<file path="config.mk">
export PLATFORM = sky130hd
export DESIGN_NAME = mc_controller
export DESIGN_NICKNAME = d
export VERILOG_FILES = /design/src/rtl/mc_controller.sv
export SDC_FILE = /design/constraint.sdc
export NUM_CORES = 1
export LEC_CHECK = 0
export BUFFER_PORTS_ARGS = -buffer_cell sky130_fd_sc_hd__buf_4
export CAP_MARGIN = 20
export CORE_MARGIN = 3
export CORE_UTILIZATION = 38
export DETAILED_ROUTE_END_ITERATION = 10
export PLACE_DENSITY_LB_ADDON = 0.25
export REMOVE_ABC_BUFFERS = 1
export SKIP_CTS_REPAIR_TIMING = 1
export SLEW_MARGIN = 20
export SYNTH_ARGS = -nofsm -noshare
export SYNTH_HDL_FRONTEND = slang
export SYNTH_SLANG_ARGS = --single-unit
</file>
<file path="constraint.sdc">
create_clock -name clk -period 2.1 [get_ports clk]
set_input_delay 0 -clock clk [delete_from_list [all_inputs] [get_ports clk]]
set_output_delay 0 -clock clk [all_outputs]
set_load 0.05 [all_outputs]
</file>
<file path="src/rtl/mc_controller.sv">
// Multicycle MIPS-subset control unit.
// A thirteen-state Moore FSM sequences each instruction through fetch,
// decode and execute steps. Datapath controls are decoded from the current
// state. The exceptions are pcen, which also follows zero/ltez in the branch
// states, and alucontrol in RTYPEEX, which follows funct.
module mc_controller (
  input  logic       clk,
  input  logic       reset,
  input  logic [5:0] op,
  input  logic [5:0] funct,
  input  logic       zero,
  input  logic       ltez,
  output logic       iord,
  output logic       memwrite,
  output logic       irwrite,
  output logic       regdst,
  output logic       memtoreg,
  output logic       regwrite,
  output logic       alusrca,
  output logic [1:0] alusrcb,
  output logic [3:0] alucontrol,
  output logic [1:0] pcsrc,
  output logic       pcen,
  output logic [3:0] state
);

  typedef enum logic [3:0] {
    S_FETCH   = 4'd0,
    S_DECODE  = 4'd1,
    S_MEMADR  = 4'd2,
    S_MEMRD   = 4'd3,
    S_MEMWB   = 4'd4,
    S_MEMWR   = 4'd5,
    S_RTYPEEX = 4'd6,
    S_RTYPEWB = 4'd7,
    S_BEQEX   = 4'd8,
    S_ADDIEX  = 4'd9,
    S_ADDIWB  = 4'd10,
    S_JEX     = 4'd11,
    S_BLEZEX  = 4'd12
  } state_t;

  localparam logic [5:0] OP_LW    = 6'b100011;
  localparam logic [5:0] OP_SW    = 6'b101011;
  localparam logic [5:0] OP_RTYPE = 6'b000000;
  localparam logic [5:0] OP_BEQ   = 6'b000100;
  localparam logic [5:0] OP_BLEZ  = 6'b000110;
  localparam logic [5:0] OP_ADDI  = 6'b001000;
  localparam logic [5:0] OP_J     = 6'b000010;

  localparam logic [3:0] ALU_AND = 4'b0000;
  localparam logic [3:0] ALU_OR  = 4'b0001;
  localparam logic [3:0] ALU_ADD = 4'b0010;
  localparam logic [3:0] ALU_SUB = 4'b0110;
  localparam logic [3:0] ALU_SLT = 4'b0111;

  // R-type function field to ALU operation. Unknown codes fall back to ADD.
  function automatic logic [3:0] funct_alu(input logic [5:0] f);
    case (f)
      6'b100000: funct_alu = ALU_ADD;
      6'b100010: funct_alu = ALU_SUB;
      6'b100100: funct_alu = ALU_AND;
      6'b100101: funct_alu = ALU_OR;
      6'b101010: funct_alu = ALU_SLT;
      default:   funct_alu = ALU_ADD;
    endcase
  endfunction

  // True for the function codes that may reach register writeback.
  function automatic logic funct_known(input logic [5:0] f);
    case (f)
      6'b100000, 6'b100010, 6'b100100, 6'b100101, 6'b101010: funct_known = 1'b1;
      default: funct_known = 1'b0;
    endcase
  endfunction

  state_t state_r;
  state_t next_state_s;

  // State register. Reset wins over any pending transition.
  always_ff @(posedge clk) begin
    if (reset) begin
      state_r <= S_FETCH;
    end else begin
      state_r <= next_state_s;
    end
  end

  // Next-state logic. op is consulted only in DECODE and MEMADR, and funct only in RTYPEEX.
  always_comb begin
    next_state_s = S_FETCH;
    case (state_r)
      S_FETCH:  next_state_s = S_DECODE;
      S_DECODE: begin
        case (op)
          OP_LW, OP_SW: next_state_s = S_MEMADR;
          OP_RTYPE:     next_state_s = S_RTYPEEX;
          OP_BEQ:       next_state_s = S_BEQEX;
          OP_BLEZ:      next_state_s = S_BLEZEX;
          OP_ADDI:      next_state_s = S_ADDIEX;
          OP_J:         next_state_s = S_JEX;
          default:      next_state_s = S_FETCH;
        endcase
      end
      S_MEMADR: begin
        if (op == OP_LW) begin
          next_state_s = S_MEMRD;
        end else if (op == OP_SW) begin
          next_state_s = S_MEMWR;
        end else begin
          next_state_s = S_FETCH;
        end
      end
      S_MEMRD:   next_state_s = S_MEMWB;
      S_RTYPEEX: begin
        if (funct_known(funct)) begin
          next_state_s = S_RTYPEWB;
        end else begin
          next_state_s = S_FETCH;
        end
      end
      S_ADDIEX:  next_state_s = S_ADDIWB;
      default:   next_state_s = S_FETCH;
    endcase
  end

  // Output decode. Every control is inactive unless the current state asserts it.
  always_comb begin
    iord       = 1'b0;
    memwrite   = 1'b0;
    irwrite    = 1'b0;
    regdst     = 1'b0;
    memtoreg   = 1'b0;
    regwrite   = 1'b0;
    alusrca    = 1'b0;
    alusrcb    = 2'b00;
    alucontrol = ALU_ADD;
    pcsrc      = 2'b00;
    pcen       = 1'b0;
    case (state_r)
      S_FETCH: begin
        irwrite = 1'b1;
        alusrcb = 2'b01;
        pcen    = 1'b1;
      end
      S_DECODE: begin
        alusrcb = 2'b11;
      end
      S_MEMADR, S_ADDIEX: begin
        alusrca = 1'b1;
        alusrcb = 2'b10;
      end
      S_MEMRD: begin
        iord = 1'b1;
      end
      S_MEMWR: begin
        iord     = 1'b1;
        memwrite = 1'b1;
      end
      S_MEMWB: begin
        memtoreg = 1'b1;
        regwrite = 1'b1;
      end
      S_ADDIWB: begin
        regwrite = 1'b1;
      end
      S_RTYPEEX: begin
        alusrca    = 1'b1;
        alucontrol = funct_alu(funct);
      end
      S_RTYPEWB: begin
        regdst   = 1'b1;
        regwrite = 1'b1;
      end
      S_BEQEX: begin
        alusrca    = 1'b1;
        alucontrol = ALU_SUB;
        pcsrc      = 2'b01;
        pcen       = zero;
      end
      S_BLEZEX: begin
        alusrca    = 1'b1;
        alucontrol = ALU_SUB;
        pcsrc      = 2'b01;
        pcen       = ltez;
      end
      S_JEX: begin
        pcsrc = 2'b10;
        pcen  = 1'b1;
      end
      default: begin
        pcen = 1'b0;
      end
    endcase
  end

  assign state = state_r;

endmodule

</file>
==> results of run 1 <==
[cell usage after synthesis, types with 2 or more instances]
cell and number:
sky130_fd_sc_hd__a21oi_1 2, sky130_fd_sc_hd__a31oi_1 5, sky130_fd_sc_hd__buf_1 2, sky130_fd_sc_hd__clkbuf_1 2, sky130_fd_sc_hd__dfxtp_1 4, sky130_fd_sc_hd__inv_1 2, sky130_fd_sc_hd__nand2_1 3, sky130_fd_sc_hd__nand2b_1 6
sky130_fd_sc_hd__nand3_1 2, sky130_fd_sc_hd__nor2_1 11, sky130_fd_sc_hd__nor3_1 4, sky130_fd_sc_hd__nor3b_1 2, sky130_fd_sc_hd__nor4_1 2, sky130_fd_sc_hd__o21ai_0 2, sky130_fd_sc_hd__o22ai_1 3, sky130_fd_sc_hd__or3_1 2
sky130_fd_sc_hd__xnor2_1 4
[area by class of cell]
cell class                 count  area, um^2
clock buffer                   3        22.5
fill                         112         349
inverter                       2        7.51
multi-input combinational     63         383
sequential                     4        81.3
tap                           14        17.5
timing repair buffer          39         295
[logic make-up after synthesis]
family	count (synthesis)	synth area share, %
simple gates	36	38.3
buf+inv	7	6.09
other cells	1	0.761
flops	4	16.2
xor+xnor	5	8.88
compound gates	19	25.4
mux	2	4.31
[worst register-to-register path, delay by kind of cell, from the launching register on]
family	cells	cell delay, ns
simple gates	2	0.88
flops	1	0.35
compound gates	2	0.35
[power groups by stage]
stage	clock network (mW)	logic, mW	registers (mW)
5_1_grt	0.102	0.141	0.0870
3_3_place_gp	0	0.128	0.0868
3_5_place_dp	0	0.130	0.0873
6_report	0.0982	0.132	0.0861
4_1_cts	0.0990	0.130	0.0859
2_1_floorplan	0	0.0689	0.0947
[final timing paths]
kind         depth (start not counted)             to  slack, ns
max reg2reg                          4       state[2]       0.45
max                                  5  alucontrol[0]       0.30
min                                  4       state[1]       0.15
min reg2reg                          1       state[3]       0.54
[per-stage QoR]
step	TNS (ns)	area (um^2)	total power, mW
5_1_grt	0	807	0.330
6_report	0	807	0.316
3_3_place_gp	0	773	0.215
4_1_cts	0	796	0.315
3_5_place_dp	0	773	0.217
2_1_floorplan	-1.43	470	0.164
[layer usage]
layer | vias to the layer above | GRT usage [%] | wire [um] | share of wire, %
li1 | 343 | - | - | -
met1 | 314 | 24.4 | 691 | 42
met2 | 38 | 33.0 | 802 | 48
met3 | 2 | 6.87 | 156 | 9.4
met4 | 0 | 1.24 | 11 | 0.66
met5 | - | 0 | 0 | 0
==> flow_metrics.tcl, run 1 <==
set metrics [dict create \
    status "finished clean" \
    synthesis.area_um2 493 \
    weighted_congestion_at_the_end_of_routability_driven_global_placement 0.793 \
    utilization_pct 69.8 \
    buffer_ports.inserted 34 \
    synth-async-reset-ratio_pct 0 \
    drive_above_1_share_pct 39.6 \
    setup-violations-final 0 \
    ys_ff_latch 4 \
    worst_path_dominant_cell_family "simple AND/OR/NAND/NOR gates" \
    timing.final.crit_share_pct 85.8 \
    worst_hold_margin_ns 0.154 \
    die_area_um2 1770 \
    ys_top_cells_by_area "sky130_fd_sc_hd__dfxtp_1, sky130_fd_sc_hd__nor2_1, sky130_fd_sc_hd__nand2b_1, sky130_fd_sc_hd__xnor2_1, sky130_fd_sc_hd__a31oi_1" \
    swShare_pct 37.9 \
    postSynthCellCount 74 \
    layout_setup_ws_ns 0.298 \
    row_count 12 \
    layout-area-overhead-vs-synth_pct 63.7 \
    core_region_area_um2 1160 \
    chipWidth_um 42.0 \
    cellPowerDensity_nw_per_um2 392 \
    wl_um 1660 \
    initial_utilization_pct 42.6 \
    n_antenna_cell 0 \
    critPathArrivalTime_ns 1.80 \
    worstSetupEndpointType "output port" \
    finalClockSkew_ns 0.0107 \
    die_h_um 42.0 \
    critical_path_buf_inv_count 2 \
    critical_path_class "flop to output port" \
    design.final.nets 129 \
    numClockSinks 4 \
    max_stage_delay_ns 0.43 \
    min-delay-start "op[3]" \
    via_count_of_the_first_global_routing_pass 645 \
    crit_path_start "state[0]" \
    synth_edf_count 0 \
    synth.top_cell.area_share_pct 16.2 \
    clock_tree_from_tritoncts "yes" \
    grt_first_pass_wirelength_um 2800 \
    stdcell_count 125 \
    combPwrFrac_pct 41.7 \
    ir_drop_mv 0.452 \
    number_of_antenna_violations_at_the_first_check_in_global_routing 0 \
    timing.critical_path.cells "nand2b_1 > nor4b_1 > buf_4 > nor2b_1 > buf_4" \
    worst_skew_pair.late_latency_ns 0.24 \
    cp-start-kind "flop" \
    route.vias.total 697 \
    detail_route.drc_violations 0 \
    dp_slack_ns 0.389 \
    p_switching_mw 0.120 \
    synth.avg_cell_area_um2 6.66 \
    timing_hold_violations_final 0 \
    io_pins 36 \
    most_common_library_cell_in_the_layout_ignoring_fill_and_taps "sky130_fd_sc_hd__buf_4" \
    post_drt_wl_per_cell_um 13.3 \
    sequential_fraction_of_the_synthesis_area_pct 16.2 \
    sequentialPowerShare_pct 27.2 \
    groute.usage.overall_pct 19.3 \
    timing.critical_path.slowest_stage_cell "sky130_fd_sc_hd__dfxtp_1" \
    numCtsBuffers 3 \
    internal_power_mw 0.196 \
    layout.cells.most_common_list "sky130_fd_sc_hd__buf_4, sky130_fd_sc_hd__nor2_1, sky130_fd_sc_hd__nand2b_1" \
    drv.max_cap_violation_count 0 \
    critPathMostFrequentCell "sky130_fd_sc_hd__buf_4" \
    synthesis.yosys.warnings 0 \
    reg_clk_slew_reported_paths_ns 0.04 \
    highest_fanout_seen_on_the_critical_path 12 \
    synth_top_flop_cell "sky130_fd_sc_hd__dfxtp_1" \
    synth_area_leader_cell "sky130_fd_sc_hd__dfxtp_1" \
    part_of_the_total_power_dissipated_in_the_clock_network_pct 31.1 \
    starting_drc_count_in_detailed_routing 34 \
    cellLeakagePower_nw 0.365 \
    worstHoldPathType "input port to flop" \
    grt_max_degree 14 \
    drv_slew 0 \
    largest_register_ffs 4 \
    achievable-frequency_ghz 0.555 \
    clock_tree.buffer_depth 2 \
    via_per_inst 5.58 \
    clk_root_buffer_cell "sky130_fd_sc_hd__clkbuf_4" \
    netlist-cell-type-count 33 \
    period_minus_slack_ns 1.80 \
    cp.required_ns 2.10 \
    dp_hpwl_um 1300 \
    overflow 0 \
    drt.antenna.violating_nets 0 \
    post-place-cells 121 \
    cts.htree.levels 1 \
    number_of_detailed_route_iterations_in_the_first_pass 4 \
    rsz_0062_raised_after_global_routing "no" \
    r2r_start "state[2]" \
]
No activity file was read; power rests on OpenSTA's default activity.
==> run 2: changes to the inputs <==
==> constraint.sdc (replaced) <==
create_clock -name clk -period 1.7 [get_ports clk]
set_input_delay 0 -clock clk [delete_from_list [all_inputs] [get_ports clk]]
set_output_delay 0 -clock clk [all_outputs]
set_load 0.05 [all_outputs]
==> run 2 against run 1 <==
  * Non-clock buffer count increased by 1
  * Clock skew fell by 0.0040 ns
  * Flip-flop and latch count unchanged
  * Worst setup slack worse by 0.20 ns
  * Critical path type is now flop to flop
  * Final cell count rose by 0.80%
==> flow_metrics.tcl, run 2 (same netlist as run 1, synthesis figures left out) <==
set metrics [dict create \
    cellLeakagePower_nw 0.372 \
    total_power_mw 0.390 \
    p_switching_mw 0.144 \
    achievable-frequency_ghz 0.623 \
    most_common_library_cell_in_the_layout_ignoring_fill_and_taps "sky130_fd_sc_hd__buf_4" \
    groute.usage.overall_pct 17.5 \
    initial_utilization_pct 42.6 \
    drv.max_cap_violation_count 0 \
    dp_hpwl_um 1270 \
    io_pins 36 \
    part_of_the_total_power_dissipated_in_the_clock_network_pct 29.6 \
    finalClockSkew_ns 0.00675 \
    overflow 0 \
    worst_skew_pair.late_latency_ns 0.23 \
    critical_path_class "flop to flop" \
    timing.final.crit_share_pct 94.4 \
    final_area_um2 831 \
    drive_above_1_share_pct 41.1 \
    status "finished clean" \
    setup-violations-final 0 \
    via_per_inst 5.53 \
    sequentialPowerShare_pct 25.3 \
    internal_power_mw 0.246 \
    grt_max_degree 15 \
    starting_drc_count_in_detailed_routing 6 \
    worstHoldPathType "input port to flop" \
    critical_path_buf_inv_count 0 \
    cp-start-kind "flop" \
    highest_fanout_seen_on_the_critical_path 3 \
    via_count_of_the_first_global_routing_pass 608 \
    clk_root_buffer_cell "sky130_fd_sc_hd__clkbuf_4" \
    timing.critical_path.cells "or4_1 > or3_1 > nand2b_1 > a31oi_1" \
    chipWidth_um 42.0 \
    largest_register_ffs 4 \
    detail_route.drc_violations 0 \
    design.final.nets 130 \
    drt.antenna.violating_nets 0 \
    number_of_detailed_route_iterations_in_the_first_pass 4 \
    worstSetupEndpointType "flop" \
    numClockSinks 4 \
    cts.htree.levels 1 \
    critPathArrivalTime_ns 1.75 \
    rsz_0062_raised_after_global_routing "no" \
    weighted_congestion_at_the_end_of_routability_driven_global_placement 0.793 \
    layout-area-overhead-vs-synth_pct 68.5 \
    die_h_um 42.0 \
    max_stage_delay_ns 0.50 \
    placed_cell_area_um2 781 \
    cellPowerDensity_nw_per_um2 469 \
    timing.critical_path.slowest_stage_cell "sky130_fd_sc_hd__or4_1" \
    fillerInstances 105 \
    post_drt_wl_per_cell_um 13.3 \
    layout.cells.most_common_list "sky130_fd_sc_hd__buf_4, sky130_fd_sc_hd__nor2_1, sky130_fd_sc_hd__nand2b_1, sky130_fd_sc_hd__a31oi_1" \
    clock_tree.buffer_depth 2 \
    cp.required_ns 1.84 \
    buffer_ports.inserted 34 \
    timing_hold_violations_final 0 \
    drv_slew 0 \
    period_minus_slack_ns 1.61 \
    reg_clk_slew_reported_paths_ns 0.04 \
    swShare_pct 37.0 \
    combPwrFrac_pct 45.1 \
    wl_um 1680 \
    ir_drop_mv 0.345 \
    grt_first_pass_wirelength_um 2490 \
    die_area_um2 1770 \
    core_region_area_um2 1160 \
    utilization_pct 71.9 \
    row_count 12 \
    numCtsBuffers 3 \
    number_of_antenna_violations_at_the_first_check_in_global_routing 0 \
    route.vias.total 697 \
    clock_tree_from_tritoncts "yes" \
    n_antenna_cell 0 \
    worst_path_dominant_cell_family "simple AND/OR/NAND/NOR gates" \
]
## run 2: cell count changes in the layout (fill, tap and decap cells not counted)
cell | previous run | this run
sky130_fd_sc_hd__nor4b_2 | 0 | 1
sky130_fd_sc_hd__nand2b_1 | 6 | 5
sky130_fd_sc_hd__nor4b_1 | 1 | 0
sky130_fd_sc_hd__dfxtp_1 | 3 | 4
sky130_fd_sc_hd__buf_6 | 0 | 1
sky130_fd_sc_hd__dfxtp_2 | 1 | 0
sky130_fd_sc_hd__nand2b_4 | 0 | 1
## run 2: power groups by stage
stage,registers [mW],logic [mW],clock network [mW]
2_1_floorplan,0.117,0.0851,0
3_3_place_gp,0.100,0.169,0
3_5_place_dp,0.100,0.172,0
4_1_cts,0.0987,0.173,0.115
5_1_grt,0.0989,0.187,0.125
6_report,0.0987,0.176,0.115
## run 2: path summary, 6_finish.rpt
| path | from | endpoint | slack [ns] | cells past startpoint |
|---|---|---|---|---|
| setup / recovery | state[2] | state[1] | 0.09 | 4 |
| hold reg to reg | state[2] | state[3] | 0.66 | 2 |
| hold / removal | funct[3] | state[2] | 0.16 | 4 |
| setup reg to reg | state[2] | state[1] | 0.09 | 4 |
## run 2: stage by stage
step           TNS (ns)  hold WS (ns)  setup slack (ns)  instances
2_1_floorplan     -5.86        0.0787            -0.913         69
3_3_place_gp          0         0.192             0.174        122
3_5_place_dp          0         0.197             0.146        122
4_1_cts         -0.0380       -0.0400           -0.0380        125
5_1_grt               0         0.180           0.00829        126
6_report              0         0.162            0.0949        126
## run 2: per-layer routing
metal  vias up  share of wire (%)  GRT usage (%)
li1        345                  -              -
met1       312                 40           18.6
met2        36                 51           34.3
met3         4                7.8           2.58
met4         0               0.84           6.21
met5         -                  0              0
## run 2: final cells by class
cell class                      count  area (um^2)  share of cell area (%)
Timing Repair Buffer               40          307                    36.9
Multi-Input combinational cell     63          397                    47.7
Clock buffer                        3         22.5                    2.71
Tap cell                           14         17.5                    2.11
Inverter                            2         7.51                   0.904
Sequential cell                     4         80.1                    9.64
## run 2: worst register-to-register path: cells and delay by family, from the launching register on
kind	cells	cell delay, ns
AOI/OAI and AO/OA	1	0.20
DFF	1	0.30
and+or+nand+nor	3	1.02
